**config.mk**
```make
export PLATFORM = sky130hd
export DESIGN_NAME = i2c_audio_rx
export DESIGN_NICKNAME = d
export VERILOG_FILES = /design/src/rtl/i2c_audio_rx.sv
export SDC_FILE = /design/constraint.sdc
export NUM_CORES = 1
export LEC_CHECK = 0
export CAP_MARGIN = 20
export CORE_MARGIN = 2
export CORE_UTILIZATION = 55
export CTS_CLUSTER_SIZE = 14
export DETAILED_ROUTE_END_ITERATION = 6
export GPL_TIMING_DRIVEN = 0
export PLACE_DENSITY_LB_ADDON = 0.2
export SYNTH_ARGS = -nofsm -noshare
export SYNTH_HDL_FRONTEND = slang
export SYNTH_SLANG_ARGS = --single-unit
export TNS_END_PERCENT = 20
```
**constraint.sdc**
```tcl
create_clock -name clk -period 2.1 [get_ports clk]
set_input_delay 0.525 -clock clk [delete_from_list [all_inputs] [get_ports clk]]
set_output_delay 0.525 -clock clk [all_outputs]
set_load 0.01 [all_outputs]
```
**src/rtl/i2c_audio_rx.sv**
```systemverilog
// I2C master-write audio receiver: oversampled SCL/SDA with glitch filtering, START/STOP detection,
// samples delivered on a valid/ready stream. Define I2C_AUDIO_CLK_STRETCH_EN to stretch SCL instead of dropping.
module i2c_audio_rx #(
    parameter logic [6:0]   I2C_SLAVE_ADDRESS = 7'h45,
    parameter int unsigned  SAMPLE_WIDTH      = 16,
    parameter int unsigned  NUM_CHANNELS      = 2,
    parameter int unsigned  FILTER_LEN        = 3,
    localparam int unsigned CHAN_W            = (NUM_CHANNELS > 1) ? $clog2(NUM_CHANNELS) : 1
) (
    input  logic                    clk,
    input  logic                    rst,
    input  logic                    scl_i,
    input  logic                    sda_i,
    output logic                    sda_o,
    output logic                    sda_t,
    output logic                    scl_o,
    output logic                    scl_t,
    output logic [SAMPLE_WIDTH-1:0] audio_data_o,
    output logic [CHAN_W-1:0]       audio_chan_o,
    output logic                    audio_valid_o,
    input  logic                    audio_ready_i,
    output logic                    overflow_o,
    output logic                    busy_o
);

    localparam int unsigned BYTES  = SAMPLE_WIDTH / 8;
    localparam int unsigned FLT_W  = 4;
    localparam int unsigned BIT_W  = 4;
    localparam int unsigned BYTE_W = 3;

    typedef enum logic [2:0] {IDLE, ADDR, ADDR_ACK, DATA, DATA_ACK} state_t;

    logic [1:0]              scl_sync_q, sda_sync_q;
    logic                    scl_f_q, sda_f_q, scl_f_d, sda_f_d;
    logic [FLT_W-1:0]        scl_cnt_q, sda_cnt_q, scl_cnt_d, sda_cnt_d;
    logic                    scl_rise_q, scl_fall_q, start_q, stop_q;

    state_t                  state_q;
    logic [BIT_W-1:0]        bit_cnt_q;
    logic [BYTE_W-1:0]       byte_cnt_q;
    logic [7:0]              addr_sr_q;
    logic [SAMPLE_WIDTH-1:0] sample_sr_q;
    logic [CHAN_W-1:0]       chan_q, chan_inc_c;
    logic                    sda_t_q, busy_q, valid_q, overflow_q;
    logic [SAMPLE_WIDTH-1:0] data_q;
    logic [CHAN_W-1:0]       out_chan_q;
    logic                    out_free_c;
`ifdef I2C_AUDIO_CLK_STRETCH_EN
    logic                    scl_t_q, pend_q, scl_rel_q;
`endif

    // Glitch filter: a line flips only after FILTER_LEN consecutive samples of the new value
    always_comb begin
        scl_f_d   = scl_f_q;
        scl_cnt_d = '0;
        sda_f_d   = sda_f_q;
        sda_cnt_d = '0;
        if (scl_sync_q[1] != scl_f_q) begin
            if (scl_cnt_q == FLT_W'(FILTER_LEN - 1)) scl_f_d = scl_sync_q[1];
            else                                     scl_cnt_d = scl_cnt_q + FLT_W'(1);
        end
        if (sda_sync_q[1] != sda_f_q) begin
            if (sda_cnt_q == FLT_W'(FILTER_LEN - 1)) sda_f_d = sda_sync_q[1];
            else                                     sda_cnt_d = sda_cnt_q + FLT_W'(1);
        end
    end

    always_comb begin
        chan_inc_c = (chan_q == CHAN_W'(NUM_CHANNELS - 1)) ? '0 : chan_q + CHAN_W'(1);
        out_free_c = !valid_q || audio_ready_i;
    end

    always_ff @(posedge clk) begin
        if (rst) begin
            scl_sync_q <= 2'b11;
            sda_sync_q <= 2'b11;
            scl_f_q    <= 1'b1;
            sda_f_q    <= 1'b1;
            scl_cnt_q  <= '0;
            sda_cnt_q  <= '0;
            scl_rise_q <= 1'b0;
            scl_fall_q <= 1'b0;
            start_q    <= 1'b0;
            stop_q     <= 1'b0;
        end else begin
            scl_sync_q <= {scl_sync_q[0], scl_i};
            sda_sync_q <= {sda_sync_q[0], sda_i};
            scl_f_q    <= scl_f_d;
            sda_f_q    <= sda_f_d;
            scl_cnt_q  <= scl_cnt_d;
            sda_cnt_q  <= sda_cnt_d;
            scl_rise_q <= ~scl_f_q & scl_f_d;
            scl_fall_q <= scl_f_q & ~scl_f_d;
            start_q    <= scl_f_q & scl_f_d & sda_f_q & ~sda_f_d;
            stop_q     <= scl_f_q & scl_f_d & ~sda_f_q & sda_f_d;
        end
    end

    always_ff @(posedge clk) begin
        if (rst) begin
            state_q     <= IDLE;
            bit_cnt_q   <= '0;
            byte_cnt_q  <= '0;
            addr_sr_q   <= '0;
            sample_sr_q <= '0;
            chan_q      <= '0;
            sda_t_q     <= 1'b1;
            busy_q      <= 1'b0;
            valid_q     <= 1'b0;
            overflow_q  <= 1'b0;
            data_q      <= '0;
            out_chan_q  <= '0;
`ifdef I2C_AUDIO_CLK_STRETCH_EN
            scl_t_q     <= 1'b1;
            pend_q      <= 1'b0;
            scl_rel_q   <= 1'b0;
`endif
        end else begin
            overflow_q <= 1'b0;
            if (valid_q && audio_ready_i) valid_q <= 1'b0;
`ifdef I2C_AUDIO_CLK_STRETCH_EN
            // SCL is released one cycle after the stretched sample is ACKed
            if (scl_rel_q) begin
                scl_t_q   <= 1'b1;
                scl_rel_q <= 1'b0;
            end
`endif
            if (start_q) begin
                state_q    <= ADDR;
                bit_cnt_q  <= '0;
                byte_cnt_q <= '0;
                chan_q     <= '0;
                sda_t_q    <= 1'b1;
                busy_q     <= 1'b0;
`ifdef I2C_AUDIO_CLK_STRETCH_EN
                pend_q     <= 1'b0;
                scl_t_q    <= 1'b1;
`endif
            end else if (stop_q) begin
                state_q <= IDLE;
                sda_t_q <= 1'b1;
                busy_q  <= 1'b0;
`ifdef I2C_AUDIO_CLK_STRETCH_EN
                pend_q  <= 1'b0;
                scl_t_q <= 1'b1;
`endif
            end else begin
                case (state_q)
                    ADDR: begin
                        if (scl_rise_q && bit_cnt_q != BIT_W'(8)) begin
                            addr_sr_q <= {addr_sr_q[6:0], sda_f_q};
                            bit_cnt_q <= bit_cnt_q + BIT_W'(1);
                        end else if (scl_fall_q && bit_cnt_q == BIT_W'(8)) begin
                            bit_cnt_q <= '0;
                            if (addr_sr_q == {I2C_SLAVE_ADDRESS, 1'b0}) begin
                                sda_t_q <= 1'b0;
                                busy_q  <= 1'b1;
                                state_q <= ADDR_ACK;
                            end else begin
                                state_q <= IDLE;
                            end
                        end
                    end
                    ADDR_ACK, DATA_ACK: begin
                        if (scl_fall_q) begin
                            sda_t_q <= 1'b1;
                            state_q <= DATA;
                        end
                    end
                    DATA: begin
`ifdef I2C_AUDIO_CLK_STRETCH_EN
                        if (pend_q) begin
                            if (out_free_c) begin
                                data_q     <= sample_sr_q;
                                out_chan_q <= chan_q;
                                valid_q    <= 1'b1;
                                chan_q     <= chan_inc_c;
                                byte_cnt_q <= '0;
                                sda_t_q    <= 1'b0;
                                pend_q     <= 1'b0;
                                scl_rel_q  <= 1'b1;
                                state_q    <= DATA_ACK;
                            end
                        end else
`endif
                        if (scl_rise_q && bit_cnt_q != BIT_W'(8)) begin
                            sample_sr_q <= {sample_sr_q[SAMPLE_WIDTH-2:0], sda_f_q};
                            bit_cnt_q   <= bit_cnt_q + BIT_W'(1);
                        end else if (scl_fall_q && bit_cnt_q == BIT_W'(8)) begin
                            bit_cnt_q <= '0;
                            if (byte_cnt_q != BYTE_W'(BYTES - 1)) begin
                                byte_cnt_q <= byte_cnt_q + BYTE_W'(1);
                                sda_t_q    <= 1'b0;
                                state_q    <= DATA_ACK;
                            end else if (out_free_c) begin
                                data_q     <= sample_sr_q;
                                out_chan_q <= chan_q;
                                valid_q    <= 1'b1;
                                chan_q     <= chan_inc_c;
                                byte_cnt_q <= '0;
                                sda_t_q    <= 1'b0;
                                state_q    <= DATA_ACK;
                            end else begin
`ifdef I2C_AUDIO_CLK_STRETCH_EN
                                pend_q  <= 1'b1;
                                scl_t_q <= 1'b0;
`else
                                overflow_q <= 1'b1;
                                busy_q     <= 1'b0;
                                state_q    <= IDLE;
`endif
                            end
                        end
                    end
                    default: ;
                endcase
            end
        end
    end

    assign sda_o         = 1'b0;
    assign scl_o         = 1'b0;
    assign sda_t         = sda_t_q;
`ifdef I2C_AUDIO_CLK_STRETCH_EN
    assign scl_t         = scl_t_q;
`else
    assign scl_t         = 1'b1;
`endif
    assign audio_data_o  = data_q;
    assign audio_chan_o  = out_chan_q;
    assign audio_valid_o = valid_q;
    assign overflow_o    = overflow_q;
    assign busy_o        = busy_q;

endmodule

```
==> out/metrics.yaml <==
global_routing:
  gr-total-overflow: 0
  grt_pass1_wl_um: 9818
  grt_max_degree: 14
  grt_pass1_vias: 2143
  antenna_found_initial: 0
  track_usage: 0.2034
synthesis:
  ys_types: 48
  synth_edf_count: 0
  ys_warn_count: 0
  avgSynthCellArea_um2: 9.346
  syn_area_um2: 3065
  synth_seq_area_share: 0.4833
  async_flop_share: 0
  synthCells: 328
  synth_flop_cell: "dfxtp_1"
  synth_seq_cells: 74
cells_and_area:
  fin_util: 0.6653
  area_growth_syn_to_layout_pct: 18.04
  final_cell_count_no_fill: 443
  num-nets-final: 377
  num_antenna_cells: 0
  fillers: 468
  layout-drive-gt1-share: 0.1132
sta:
  hold_viol_final: 0
  layout_min_cycle_time_ns: 1.955
  finalClockSkew_ns: 0.008604
  relSlewSlack: 0.5127
  fin_crit_sh: 0.9310
  fin_ws_ns: 0.1450
  slew_viol_final: 0
  whs_ns: 0.4130
  maxClockFrequency_ghz: 0.5115
  report.final.setup_viol: 0
  rsz0062_at_grt: "no"
  worstMarginPinSlew_ns: 0.7208
pwr:
  p_total_w: 0.002576
  ir_drop_mv: 0.7840
  p_leak_nw: 1.510
  p_per_area_nw_per_um2: 711.8
routing:
  routedWlPerCell_um: 13.13
  route.detailed.drc: 0
  drt-initial-drc-count: 122
  vias: 2335
  ant_nets: 0
  routed_via_density: 5.271
  first_pass_iters: 4
  wl_um: 5815
placement:
  port-buffer-count: 25
  place_ws_ns: -0.1720
  dp_cells: 426
  hpwl_um: 3995
  place_congestion: 0.8070
min_path:
  hold_end: "scl_sync_q[1]$_SDFF_PP1_"
  hp-start: "scl_sync_q[0]$_SDFF_PP1_"
  min_path_type: "flop to flop"
  hold_depth: 1
critical_path:
  rr_endpoint: "byte_cnt_q[2]$_SDFFE_PP0P_"
  worstPathRequired_ns: 2.38
  path_cells: "inv_1, ha_2, nand4b_4, or3_1, buf_2, or4_1, a21oi_1"
  crit_arrival_ns: 2.24
  cp-end-kind: "flop"
  worstSetupStartpointType: "flop"
  reg2reg_slack_ns: 0.14
  critPathKind: "flop to flop"
  critical_path_depth: 7
  r2r-start: "bit_cnt_q[0]$_SDFFE_PP0P_"
  reg2regPathDepth: 7
  slowest_stage: "or4_1"
  critPathBufInv: 2
  cp_slowest_stage_delay_ns: 0.40
  path_delay_family: "simple AND/OR/NAND/NOR gates"
  cp_max_fo: 6
floorplanning:
  core-area_um2: 5439
  num_rows: 27
  start_util: 0.5636
  dieArea_um2: 6187
  die_h_um: 78.66
  ios: 29
  die_x_um: 78.66
clocking:
  clk_latency_ns: 0.35
  ctsLongestPathBuffers: 2
  cts_sinks: 74
  clk_pin_slew_ns: 0.08
  cts_tree: "done"
  h-tree-depth: 3
  cts_root_buf: "clkbuf_8"
  cts_buffers: 9
outcome:
  status: "completed"
flow_run:
  drv_cap: 0
per-layer routing:
layer	up-vias	share of wire	global-route usage
li1	1209	-	-
met1	1075	0.50	0.2738
met2	41	0.44	0.3034
met3	10	0.038	0.05517
met4	0	0.017	0.09474
met5	-	0	0
cells in the mapped netlist, types with 2 or more instances:
cell      count  area share
nand2_1       3      0.0037
o21ai_1      10       0.016
nor2b_1       3      0.0061
nor3b_1       3      0.0073
dfxtp_1      74        0.48
clkbuf_1     10       0.012
buf_2         7       0.011
nor2_1       46       0.056
ha_1          6       0.024
buf_4         3      0.0073
a21oi_1      27       0.044
nand2b_1      5       0.010
nor4_1        2      0.0041
or3b_1        2      0.0057
a31oi_1       2      0.0041
buf_6         2      0.0073
a21o_1        2      0.0049
mux2i_1      26       0.085
conb_1        2      0.0024
xnor2_1       6       0.017
nand3b_1      3      0.0073
xor2_1        2      0.0057
nor4b_1       3      0.0086
nor4bb_1      2      0.0065
o21ai_0      11       0.018
inv_1         9       0.011
nand3_1      22       0.036
or3_1         6       0.012
nor3_1        5      0.0082
or2_2         5       0.010
o21a_1        2      0.0049
timing repair:
item,CTS,global route
hold buffers,0,0
endpoints found under the setup margin,0,22
resized for setup,0,10
setup buffers,0,1
flip-flops by register name, summed over array words and instances (netlist names), 2 cells and up:
name / flops
sda_sync_q: 2
addr_sr_q: 8
scl_sync_q: 2
bit_cnt_q: 4
state_q: 3
byte_cnt_q: 3
sample_sr_q: 16
audio_data_o: 16
sda_cnt_q: 4
scl_cnt_q: 4
layout by cell type (no fill, tap or decap), types with 5 or more instances in the layout:
| master | Yosys | final |
|---|---|---|
| a21oi_1 | 27 | 27 |
| dfxtp_1 | 74 | 74 |
| nand2b_1 | 5 | 5 |
| nor3_1 | 5 | 5 |
| or3_1 | 6 | 6 |
| or2_2 | 5 | 5 |
| o21ai_1 | 10 | 13 |
| mux2i_1 | 26 | 26 |
| xnor2_1 | 6 | 6 |
| clkbuf_1 | 10 | 9 |
| nor2_1 | 46 | 45 |
| clkbuf_8 | 0 | 9 |
| ha_1 | 6 | 5 |
| o21ai_0 | 11 | 8 |
| clkdlybuf4s50_1 | 0 | 25 |
| inv_1 | 9 | 9 |
| buf_2 | 7 | 8 |
| nand3_1 | 22 | 22 |
power by group:
part | total [W] | switching [W] | internal, W | leakage (nW)
clock | 0.00109 | 0.000544 | 0.000551 | 0.0889
combinational | 0.0000671 | 0.0000391 | 0.0000280 | 0.824
sequential | 0.00141 | 0.00000510 | 0.00141 | 0.597
worst max-delay path by stage:
stage / slack, ns / from / end
2_1_floorplan: 0.29 / bit_cnt_q[0]$_SDFFE_PP0P_ / byte_cnt_q[2]$_SDFFE_PP0P_
5_1_grt: 0.0008 / bit_cnt_q[0]$_SDFFE_PP0P_ / audio_data_o[14]$_SDFFE_PP0P_
4_1_cts: 0.04 / bit_cnt_q[0]$_SDFFE_PP0P_ / audio_data_o[3]$_SDFFE_PP0P_
6_report: 0.14 / bit_cnt_q[0]$_SDFFE_PP0P_ / byte_cnt_q[2]$_SDFFE_PP0P_
3_3_place_gp: -0.18 / audio_ready_i / audio_data_o[6]$_SDFFE_PP0P_
3_5_place_dp: -0.17 / audio_ready_i / audio_data_o[6]$_SDFFE_PP0P_
area by class of cell:
cell class,instances,area (um2),share of cell area
flip-flops and latches,74,1481,0.4094
multi-input cells,224,1441,0.3983
repair buffers,26,257.7,0.07123
clock buffers,10,127.6,0.03527
plain buffers,22,120.1,0.03319
well taps,72,90.09,0.02490
clock inverters,6,66.31,0.01833
inverters,9,33.78,0.009336
stage by stage:
| stage | setup TNS, ns | area [um2] |
|---|---|---|
| global placement | -1.493 | 3410 |
| floorplan | 0 | 3069 |
| CTS | 0 | 3603 |
| detailed placement | -1.505 | 3410 |
| finish | 0 | 3618 |
| global route | 0 | 3618 |
cells by family (layout without fill, tap and decap cells):
group / Yosys count / count (layout) / synth area share
compound gates: 62 / 62 / 0.1122
xor+xnor: 8 / 8 / 0.02286
mux: 26 / 26 / 0.08490
other cells: 2 / 3 / 0.002450
simple gates: 119 / 119 / 0.2204
flops: 74 / 74 / 0.4833
fa+ha+maj: 6 / 6 / 0.02449
buf+inv: 31 / 73 / 0.04939
No activity file was read; power rests on OpenSTA's default activity.
